**config.mk**
```make
export PLATFORM = sky130hd
export DESIGN_NAME = lane_striper_flat
export DESIGN_NICKNAME = d
export VERILOG_FILES = /design/src/rtl/lane_striper_pkg.sv /design/src/rtl/lane_striper_if.sv /design/src/rtl/lane_striper_cc_scheduler.sv /design/src/rtl/lane_striper.sv /design/src/flat_wrapper.sv
export SDC_FILE = /design/constraint.sdc
export NUM_CORES = 1
export LEC_CHECK = 0
export ABC_AREA = 1
export BUFFER_PORTS_ARGS = -buffer_cell sky130_fd_sc_hd__buf_4
export CORE_AREA = 5 5 108 110
export CTS_CLUSTER_SIZE = 12
export DETAILED_ROUTE_END_ITERATION = 10
export DIE_AREA = 0 0 113 115
export PLACE_DENSITY = 0.75
export SETUP_SLACK_MARGIN = 0.15
export SLEW_MARGIN = 10
export SYNTH_ARGS = -nofsm -noshare
export SYNTH_HDL_FRONTEND = slang
export SYNTH_SLANG_ARGS = --single-unit
```
**constraint.sdc**
```tcl
create_clock -name clk -period 4.4 [get_ports clk]
set_clock_uncertainty 0.05 [all_clocks]
set_input_delay 0.66 -clock clk [delete_from_list [all_inputs] [get_ports clk]]
set_output_delay 0.66 -clock clk [all_outputs]
set_load 0.01 [all_outputs]
```
**src/rtl/lane_striper_pkg.sv**
```systemverilog
// Shared constants and types for the Aurora TX lane striper.
package lane_striper_pkg;

    // 8b/10b control characters sent with ctrl=1.
    localparam logic [7:0] K_A  = 8'h7C;  // /A/ align
    localparam logic [7:0] K_K  = 8'hBC;  // /K/ comma
    localparam logic [7:0] K_R  = 8'h1C;  // /R/ skip
    localparam logic [7:0] K_CC = 8'hFC;  // /K28.7/ clock compensation

    typedef enum logic [1:0] {
        IDLE,
        DATA,
        CC
    } striper_state_e;

    // Idle sequence position -> symbol: A,K,R,K repeating.
    function automatic logic [7:0] idle_symbol(input logic [1:0] cnt);
        if (cnt[0])
            return K_K;
        else if (cnt[1])
            return K_R;
        else
            return K_A;
    endfunction

endpackage

```
**src/rtl/lane_striper_if.sv**
```systemverilog
// AXI-Stream style word interface feeding the lane striper.
interface lane_striper_if #(
    parameter int DATA_W = 32
);
    logic [DATA_W-1:0] s_tdata;
    logic              s_tvalid;
    logic              s_tready;

    modport master (output s_tdata, output s_tvalid, input  s_tready);
    modport slave  (input  s_tdata, input  s_tvalid, output s_tready);
endinterface

```
**src/rtl/lane_striper_cc_scheduler.sv**
```systemverilog
// Clock-compensation scheduler: free-running period timer plus a sticky
// request that survives until the striper reaches a word boundary.
module cc_scheduler #(
    parameter int CC_PERIOD = 5000
) (
    input  logic clk,
    input  logic rst,
    input  logic link_up,
    input  logic cc_start,
    output logic cc_due
);
    localparam int TW = (CC_PERIOD > 1) ? $clog2(CC_PERIOD) : 1;
    localparam logic [TW-1:0] LAST = TW'(CC_PERIOD - 1);

    logic [TW-1:0] cc_timer;
    logic          cc_pending;

    assign cc_due = (cc_timer == LAST) | cc_pending;

    // Timer counts only while the link is up; a wrap latches a pending
    // request unless the striper is starting a CC in that same cycle.
    always_ff @(posedge clk) begin
        if (rst) begin
            cc_timer   <= '0;
            cc_pending <= 1'b0;
        end else begin
            if (!link_up)
                cc_timer <= '0;
            else if (cc_timer == LAST)
                cc_timer <= '0;
            else
                cc_timer <= cc_timer + 1'b1;

            if (cc_start)
                cc_pending <= 1'b0;
            else if (link_up && cc_timer == LAST)
                cc_pending <= 1'b1;
        end
    end

endmodule

```
**src/rtl/lane_striper.sv**
```systemverilog
// Aurora TX lane front-end: stripes AXI-Stream words byte-wise over
// 1/2/4/8 lanes, fills gaps with the A/K/R idle sequence and inserts
// periodic clock-compensation sequences between words.
module lane_striper
    import lane_striper_pkg::*;
#(
    parameter int DATA_W    = 32,
    parameter int LANES     = 4,
    parameter int CC_PERIOD = 5000,
    parameter int CC_LEN    = 6
) (
    input  logic                 clk,
    input  logic                 rst,
    input  logic                 link_up,
    input  logic [1:0]           lane_mode,
    lane_striper_if.slave        s_axis,
    output logic                 cc_active,
    output logic [LANES-1:0]     ctrl_out,
    output logic [LANES*8-1:0]   data_out
);
    localparam int BYTES   = DATA_W / 8;
    localparam int MAX_N   = (LANES < BYTES) ? LANES : BYTES;
    localparam int MAX_LOG = $clog2(MAX_N);
    localparam int BEAT_W  = $clog2(BYTES + 1);
    localparam int CNT_W   = $clog2(CC_LEN + 1);

    striper_state_e    state;
    logic [BEAT_W-1:0] beat;
    logic [CNT_W-1:0]  cc_cnt;
    logic [1:0]        idle_cnt;
    logic [1:0]        lane_mode_q;
    logic [DATA_W-1:0] word_q;

    logic cc_due, cc_start;
    logic boundary, last_beat, cc_last, ready, accept;
    logic [1:0] mode_clamped;

    striper_state_e    nxt_state;
    logic [BEAT_W-1:0] nxt_beat;
    logic [CNT_W-1:0]  nxt_cc_cnt;
    logic [DATA_W-1:0] nxt_word;
    logic [1:0]        nxt_mode;
    logic [1:0]        idle_base;
    logic [LANES-1:0]  nxt_ctrl;
    logic [LANES*8-1:0] nxt_data;
    logic              nxt_cc_active;

    // Byte idx of a word, counting from the MSB end.
    function automatic logic [7:0] pick_byte(input logic [DATA_W-1:0] w, input int idx);
        logic [DATA_W-1:0] s;
        s = w << (8 * idx);
        return s[DATA_W-1 -: 8];
    endfunction

    cc_scheduler #(.CC_PERIOD(CC_PERIOD)) u_cc (
        .clk      (clk),
        .rst      (rst),
        .link_up  (link_up),
        .cc_start (cc_start),
        .cc_due   (cc_due)
    );

    assign mode_clamped = (int'(lane_mode) > MAX_LOG) ? 2'(MAX_LOG) : lane_mode;
    assign last_beat    = (int'(beat) == (BYTES >> lane_mode_q) - 1);
    assign boundary     = (state == IDLE) | ((state == DATA) & last_beat);
    assign cc_last      = (state == CC) & (int'(cc_cnt) == CC_LEN - 1);
    assign ready        = !rst & link_up & !cc_due & (boundary | cc_last);
    assign accept       = ready & s_axis.s_tvalid;
    assign cc_start     = link_up & boundary & cc_due;
    assign s_axis.s_tready = ready;

    // Next-state and next-output decode; outputs are registered from these.
    always_comb begin
        // NOTE: every variable gets a default first so no path leaves one unassigned (no latches).
        nxt_state     = state;
        nxt_beat      = beat;
        nxt_cc_cnt    = cc_cnt;
        nxt_word      = word_q;
        nxt_mode      = boundary ? mode_clamped : lane_mode_q;
        idle_base     = (state == IDLE) ? idle_cnt : 2'd0;
        nxt_ctrl      = '1;
        nxt_data      = {LANES{K_K}};
        nxt_cc_active = 1'b0;

        if (!link_up) begin
            nxt_state  = IDLE;
            nxt_beat   = '0;
            nxt_cc_cnt = '0;
        end else begin
            unique case (state)
                IDLE, DATA: begin
                    if (boundary) begin
                        if (cc_due) begin
                            nxt_state  = CC;
                            nxt_cc_cnt = '0;
                        end else if (accept) begin
                            nxt_state = DATA;
                            nxt_beat  = '0;
                            nxt_word  = s_axis.s_tdata;
                        end else begin
                            nxt_state = IDLE;
                        end
                    end else begin
                        nxt_beat = beat + 1'b1;
                    end
                end
                CC: begin
                    if (cc_last) begin
                        if (accept) begin
                            nxt_state = DATA;
                            nxt_beat  = '0;
                            nxt_word  = s_axis.s_tdata;
                        end else begin
                            nxt_state = IDLE;
                        end
                    end else begin
                        nxt_cc_cnt = cc_cnt + 1'b1;
                    end
                end
                default: nxt_state = IDLE;
            endcase

            nxt_cc_active = (nxt_state == CC);
            for (int j = 0; j < LANES; j++) begin
                if (j < (1 << nxt_mode)) begin
                    unique case (nxt_state)
                        IDLE: nxt_data[8*j +: 8] = idle_symbol(idle_base);
                        DATA: begin
                            nxt_ctrl[j]          = 1'b0;
                            nxt_data[8*j +: 8]   = pick_byte(nxt_word, int'(nxt_beat) * (1 << nxt_mode) + j);
                        end
                        CC:   nxt_data[8*j +: 8] = K_CC;
                        default: nxt_data[8*j +: 8] = K_K;
                    endcase
                end
            end
        end
    end

    // Single registered FSM: state, counters, sampled lane mode and lane outputs.
    always_ff @(posedge clk) begin
        // NOTE: sequential state uses non-blocking assignments so every register sees pre-edge values.
        if (rst) begin
            state       <= IDLE;
            beat        <= '0;
            cc_cnt      <= '0;
            idle_cnt    <= 2'd0;
            lane_mode_q <= 2'd0;
            ctrl_out    <= '1;
            data_out    <= {LANES{K_K}};
            cc_active   <= 1'b0;
        end else begin
            state       <= nxt_state;
            beat        <= nxt_beat;
            cc_cnt      <= nxt_cc_cnt;
            idle_cnt    <= (link_up && nxt_state == IDLE) ? idle_base + 2'd1 : 2'd0;
            lane_mode_q <= nxt_mode;
            ctrl_out    <= nxt_ctrl;
            data_out    <= nxt_data;
            cc_active   <= nxt_cc_active;
        end
    end

    // Payload holding register for the word being striped.
    always_ff @(posedge clk) begin
        // NOTE: payload is deliberately not reset; it is only read in DATA, which always loads it first.
        word_q <= nxt_word;
    end

endmodule

```
**src/flat_wrapper.sv**
```systemverilog
// flat-port wrapper written by rule: the top's interface ports become plain ports
module lane_striper_flat import lane_striper_pkg::*;
#(
    parameter int DATA_W    = 32,
    parameter int LANES     = 4,
    parameter int CC_PERIOD = 5000,
    parameter int CC_LEN    = 6
)
  (clk, rst, link_up, lane_mode, cc_active, ctrl_out, data_out, s_axis_s_tdata, s_axis_s_tvalid, s_axis_s_tready);
  lane_striper_if #(.DATA_W(DATA_W)) s_axis_i ();
  input  logic clk;
  input  logic rst;
  input  logic link_up;
  input  logic [1:0] lane_mode;
  output logic cc_active;
  output logic [LANES-1:0] ctrl_out;
  output logic [LANES*8-1:0] data_out;
  input wire logic [$bits(s_axis_i.s_tdata)-1:0] s_axis_s_tdata;
  input wire logic [$bits(s_axis_i.s_tvalid)-1:0] s_axis_s_tvalid;
  output wire logic [$bits(s_axis_i.s_tready)-1:0] s_axis_s_tready;
  assign s_axis_i.s_tdata = s_axis_s_tdata;
  assign s_axis_i.s_tvalid = s_axis_s_tvalid;
  assign s_axis_s_tready = s_axis_i.s_tready;
  lane_striper #(.DATA_W(DATA_W), .LANES(LANES), .CC_PERIOD(CC_PERIOD), .CC_LEN(CC_LEN)) u_core (.clk(clk), .rst(rst), .link_up(link_up), .lane_mode(lane_mode), .s_axis(s_axis_i), .cc_active(cc_active), .ctrl_out(ctrl_out), .data_out(data_out));
endmodule
```
# Yosys cells after proc, flatten, opt, wreduce, memory -nomap -nowiden
# Index checks and enable logic that the tools add are counted.
[op_classes]
n_addsub = 8
mul = 1
n_lt_le_gt_ge = 5
n_eq_ne = 10
shift = 6
muxes = 33
n_bitwise = 17
reduce_logical = 18
[ops]
columns = ["cell", "count"]
rows = [
  ["two-way mux 32 bit", 5],
  ["<< shifter 32 x 32 -> 32 bit", 4],
  ["case mux 8 bit (3 select lines)", 4],
  ["less-than comparator 3 x 32 -> 1 bit, first input constant", 2],
  ["case mux 32 bit (2 select lines)", 1],
  ["adder 29 x 3 -> 29 bit, second input constant", 2],
  ["equality test 4 x 32 -> 1 bit", 1],
  ["less-than comparator 1 x 32 -> 1 bit, first input constant", 1],
  ["less-than comparator 2 x 32 -> 1 bit, first input constant", 1],
  ["multiplier 4 x 32 -> 29 bit", 1],
  ["<< shifter 1 x 2 -> 32 bit, first input constant", 1],
  ["right shift 3 x 2 -> 32 bit, first input constant", 1],
  ["subtractor 32 x 2 -> 32 bit, second input constant", 1],
  ["adder 29 x 2 -> 29 bit, second input constant", 1],
  ["two-way mux 3 bit", 8],
  ["two-way mux 2 bit", 8],
  ["OR reduction 3 bit", 5],
  ["adder 13 x 1 -> 13 bit, second input constant", 1],
  ["equality test 13 bit, second input constant", 1],
  ["case mux 3 bit (2 select lines)", 2],
  ["bitwise AND 1 bit", 8],
  ["two-way mux 8 bit", 1],
  ["OR reduction 2 bit", 4],
  ["two-way mux 7 bit", 1],
  ["other kinds (17)", 33],
]
[totals]
ff_bits = 95
input_bits = 38

# Logic depth before layout (Yosys ltp)
[depth]
depth_word = 18
mapped_depth = 32
ltp_nobuf = 32

# By module
# Synthesis repeated with hierarchy kept, for this count alone.
[unflattened]
cells_unflattened = 721
hier_area_um2 = 5522.8
[by_module_without_submodules]
columns = ["module", "n_inst", "cells_per_inst", "area_per_inst_um2", "seq_area_each_um2"]
rows = [
  ["lane_striper", 1, 621, 4795.8, 1921.8],
  ["cc_scheduler", 1, 100, 726.9, 280.3],
]

# Least setup slack after synthesis
# OpenSTA, ideal clock, no wires.
[synth_path]
kind = "reg2reg"
start = "reg u_core.lane_mode_q[0]"
end = "reg u_core.data_out[22]"
setup_ns = 0.071
t_arrival_ns = 4.451
required_ns = 4.279
slack_ns = -0.172
path_stages_with_launch = 30
path_cell_list = "dfxtp_1 -> inv_1 -> ha_1 -> nand2_1 -> nand2_1 -> nor2_1 -> nand2_2 -> nand3_2 -> nand3_4 -> nand2_2 -> o221ai_1 -> o211ai_1 -> nor2_1 -> ha_1 -> inv_1 -> fa_1 -> inv_1 -> fa_1 -> nand2_1 -> inv_1 -> nor2_2 -> inv_1 -> nor2_1 -> nand2_1 -> xnor2_1 -> and3_1 -> nand3b_1 -> nor3_1 -> nand3_1 -> a21oi_1"
[synth_via]
elab_chain_len = 17
[synth_lines]
columns = ["item", "line", "text"]
rows = [
  ["start: declaration", "lane_striper.sv:31", "logic [1:0] lane_mode_q;"],
  ["start signal: assignment", "lane_striper.sv:157", "lane_mode_q <= nxt_mode;"],
  ["right shift 3 x 2 -> 32 bit", "lane_striper.sv:64", "assign last_beat = (int'(beat) == (BYTES >> lane_mode_q) - 1);"],
  ["subtractor 32 x 2 -> 32 bit", "lane_striper.sv:64", ""],
  ["equality test 4 x 32 -> 1 bit", "lane_striper.sv:64", ""],
  ["bitwise AND 1 bit", "lane_striper.sv:65", "assign boundary = (state == IDLE) | ((state == DATA) & last_beat);"],
  ["OR 1 bit", "lane_striper.sv:65", ""],
  ["OR 1 bit", "lane_striper.sv:67", "assign ready = !rst & link_up & !cc_due & (boundary | cc_last);"],
  ["bitwise AND 1 bit", "lane_striper.sv:67", ""],
  ["bitwise AND 1 bit", "lane_striper.sv:68", "assign accept = ready & s_axis.s_tvalid;"],
  ["two-way mux 3 bit", "lane_striper.sv:96, lane_striper.sv:109", ""],
  ["two-way mux 3 bit", "lane_striper.sv:93", "if (cc_due) begin"],
  ["two-way mux 3 bit", "lane_striper.sv:92", "if (boundary) begin"],
  ["case mux 3 bit (2 select lines)", "lane_striper.sv:90", "unique case (state)"],
  ["two-way mux 3 bit", "lane_striper.sv:85", "if (!link_up) begin"],
  ["multiplier 4 x 32 -> 29 bit", "lane_striper.sv:130", "nxt_data[8*j +: 8] = pick_byte(nxt_word, int'(nxt_beat) * (1 << nxt_mode) + j);"],
  ["adder 29 x 3 -> 29 bit", "lane_striper.sv:130", ""],
  ["<< shifter 32 x 32 -> 32 bit", "lane_striper.sv:51", "s = w << (8 * idx);"],
  ["case mux 8 bit (3 select lines)", "lane_striper.sv:126", "unique case (nxt_state)"],
  ["end signal: assignment", "lane_striper.sv:150", "data_out <= {LANES{K_K}};"],
  ["end signal: assignment", "lane_striper.sv:159", "data_out <= nxt_data;"],
  ["end: declaration", "lane_striper.sv:19", "output logic [LANES*8-1:0] data_out"],
]
# Parallel ways exist; a longest one is shown, timed or not. The select of a mux whose other input is x is not followed.
# A chain may end at the register's enable or synchronous reset.

# Final worst setup path
[layout_path]
start = "reg u_core.lane_mode_q[0]"
end = "reg u_core.data_out[23]"
# The elaborated chain is that of the path after synthesis.

==> results.ini <==
[worst_setup_path]
critPathMaxStageDelay_ns = 0.42
crit_path_end_kind = register
cp_max_fo = 8
r2r_start = u_core.lane_mode_q[0]
required_ns = 4.59
cpMaxStageDelayCell = fa_2
critical_path_class = register to register
r2r-end = u_core.data_out[23]
reg2reg_depth = 27
crit_family = simple AND/OR/NAND/NOR gates
cp-start-kind = register
r2r_slack_ns = -0.27
path_buf_inv = 4
critPathArrivalTime_ns = 4.86

[run_status]
status = complete, but fails checks
violations = negative setup slack

[sta]
hold_viol = 0
layout_min_cycle_time_ns = 4.67
setup_ws_ns = -0.271
fmax_mhz = 214
slew_headroom_pct = 60.8
tightest_slew_ns = 0.582
holdWs_ns = 0.437
finalSetupViolCount = 32
post-route-period-util_pct = 106
finalSetupTns_ns = -6.18
rsz0062_at_grt = true
report.final.slew_viol_count = 0

[power]
p_int_uw = 1320
p_leak_uw = 0.00321
clock_power_share_pct = 31.0
p_seq_share_pct = 53.2
p_sw_share_pct = 26.0
power_switching_uw = 463
p_comb_share_pct = 15.8
p_per_area_mw_per_mm2 = 258
ir_drop_v = 0.000183

[logic_synthesis]
synth_warnings = 0
synth_edf_count = 32
synth_top_area_share_pct = 23.0
synth_area_mm2 = 0.00539
async_flop_share_pct = 0
yosys.area.top_type = dfxtp_1
synthFlopType = dfxtp_1
ys_ff_latch = 94
synthTopCellsByArea = dfxtp_1, edfxtp_1, nand2_1
yosysUniqueCellTypes = 53
syn_inst = 698
syn_nets = 762
ys_seq_area_share_pct = 40.9
syn_avg_cell_area_um2 = 7.72

[cells_and_area]
layout-drive-gt1-share_pct = 31.8
area_delta_synth_final_pct = 27.9
layout.nets = 889
fillerInstances = 892
diodes = 0

[global_routing]
grtUsageTotal_pct = 21.8
first_global_vias = 4870
grt_max_degree = 47
grt_first_pass_wirelength_um = 22900
grt.overflow.total = 0
antenna_found_initial = 0

[floorplan]
num_io_pins = 76
die_h_um = 115
coreArea_mm2 = 0.0106
start_util_pct = 50.8
die_x_um = 113
dieArea_mm2 = 0.0130
rows = 38

[detailed_routing]
wirelength_um = 14100
ant_nets = 0
vias_per_cell = 5.21
routedWlPerCell_um = 14.5
num_vias = 5057
drcViolationCount = 0
drt_iter0_drc = 480
first_pass_iters = 5

[placement]
io_buffers = 75
place_congestion = 0.884
post-dp-hpwl_um = 10400

[clocking]
path_clk_slew_ns = 0.09
clk_latency_ns = 0.37
cts_buffer_depth = 2
cts_buffers = 9
clock_sinks = 94
htree_levels = 3
cts_tree = yes
cts_root_buf = clkbuf_8

[worst_hold_path]
worstHoldEndpoint = u_core.u_cc.cc_timer[10]
worst_hold_path_type = register to register
hold_path_depth = 2
hold_start = u_core.u_cc.cc_timer[10]

[job]
cap_violations = 0

## synth_stat cells (6+ instances only)
| library cell | number |
|---|---|
| a21oi_1 | 22 |
| clkbuf_1 | 10 |
| dfxtp_1 | 62 |
| edfxtp_1 | 32 |
| ha_1 | 24 |
| inv_1 | 76 |
| inv_2 | 8 |
| nand2_1 | 170 |
| nand2_2 | 11 |
| nand3_1 | 30 |
| nand4_1 | 6 |
| nor2_1 | 66 |
| nor3_1 | 7 |
| o211ai_1 | 11 |
| o21ai_0 | 32 |
| o21ai_1 | 33 |
| or2_2 | 22 |
| xor2_1 | 6 |
## per-stage QoR
step | instances | worst slack (ns) | utilization (%) | area (um2) | total power, uW
6_report | 970 | -0.271 | 65.0 | 6890 | 1780
5_1_grt | 970 | -0.547 | 65.0 | 6890 | 1860
4_1_cts | 967 | -0.214 | 63.9 | 6780 | 1780
3_5_place_dp | 939 | -0.370 | 60.4 | 6400 | 1230
3_3_place_gp | 939 | -0.234 | 60.4 | 6400 | 1220
2_1_floorplan | 698 | 0.0734 | - | 5440 | 1120
## layer usage
layer  up-vias  track usage [%]  routed length, um
met3        24             3.95                967
met4         0             5.53                235
met5         -                0                  0
met2       185             37.9               6890
li1       2516                -                  -
met1      2332             28.1               5980
## power by group through the flow
stage | sequential [uW] | clock (uW) | combinational (uW)
finish | 946 | 552 | 281
CTS | 946 | 558 | 273
detailed placement | 966 | 0 | 265
floorplan | 968 | 0 | 157
global route | 949 | 603 | 313
global placement | 964 | 0 | 259
## state kept, by name (all words and copies together) (netlist names)
register,flops
u_core.u_cc.cc_timer,13
u_core.u_cc.cc_pending,1
u_core.cc_active,1
u_core.word_q,32
u_core.data_out,32
u_core.ctrl_out,3
u_core.idle_cnt,2
u_core.lane_mode_q,2
u_core.cc_cnt,3
u_core.beat,3
u_core.state,2
## cell type report
class	instances	area (um2)	area share (%)
Inverter	86	325	4.72
Sequential cell	94	2200	32.0
Timing Repair Buffer	138	1060	15.4
Multi-Input combinational cell	496	2950	42.8
Tap cell	140	175	2.54
Clock buffer	14	143	2.07
Clock inverter	2	35.0	0.509
## worst register-to-register path: stages, from the launching register on
cell and delay (ns):
dfxtp_2 0.36, inv_2 0.05, ha_4 0.26, nand2_1 0.05, nand2_1 0.06, nor2_1 0.04
nand2_2 0.15, nand2_8 0.11, buf_4 0.16, o221ai_2 0.17, o211ai_1 0.18, nor2_1 0.16
ha_1 0.25, ha_1 0.29, ha_1 0.24, fa_2 0.42, nand2_2 0.08, inv_2 0.05
o21ai_2 0.11, nand2_2 0.10, xor2_4 0.24, nand4_1 0.16, and3_1 0.21, nand3b_1 0.18
nor3_2 0.07, buf_4 0.14, o211ai_1 0.08, nand2_1 0.12
## placed cells by master (no fill, tap or decap), types with 7 or more instances in the layout
| master | count |
|---|---|
| edfxtp_1 | 32 |
| nand2_2 | 17 |
| inv_1 | 68 |
| o211ai_1 | 11 |
| nor2_4 | 8 |
| dfxtp_1 | 60 |
| a21oi_2 | 8 |
| nand3_2 | 13 |
| nand3_1 | 20 |
| o21ai_2 | 7 |
| ha_1 | 22 |
| inv_2 | 16 |
| o21ai_0 | 32 |
| or2_2 | 22 |
| a21oi_1 | 15 |
| nor2_1 | 61 |
| nand2_1 | 163 |
| clkbuf_8 | 9 |
| o21ai_1 | 31 |
| buf_4 | 132 |
## logic make-up (layout without fill, tap and decap cells)
kind of cell | count (synthesis) | after routing | synth area share (%)
xor gates and xnor gates | 12 | 12 | 2.09
DFF | 94 | 94 | 40.9
adders and majority gates | 26 | 26 | 6.32
muxes | 2 | 2 | 0.372
AOI/OAI and AO/OA | 112 | 112 | 12.1
buffers and inverters | 108 | 240 | 8.57
and+or+nand+nor | 344 | 344 | 29.7
## worst max-delay path by stage
stage | startpoint | end | cells past startpoint
6_report | u_core.lane_mode_q[0] | u_core.data_out[23] | 27
5_1_grt | u_core.lane_mode_q[0] | u_core.data_out[27] | 32
4_1_cts | u_core.lane_mode_q[0] | u_core.data_out[14] | 27
3_5_place_dp | link_up | u_core.data_out[14] | 27
3_3_place_gp | link_up | u_core.data_out[14] | 27
2_1_floorplan | u_core.lane_mode_q[0] | u_core.data_out[22] | 30
## timing repair
item | in CTS | in global routing
gates resized for setup | 28 | 19
buffers inserted | 12 | 3
hold buffers | 0 | 0
endpoints found under the setup margin | 32 | 32
pin swaps | 20 | 12
No activity file was read; power rests on OpenSTA's default activity.
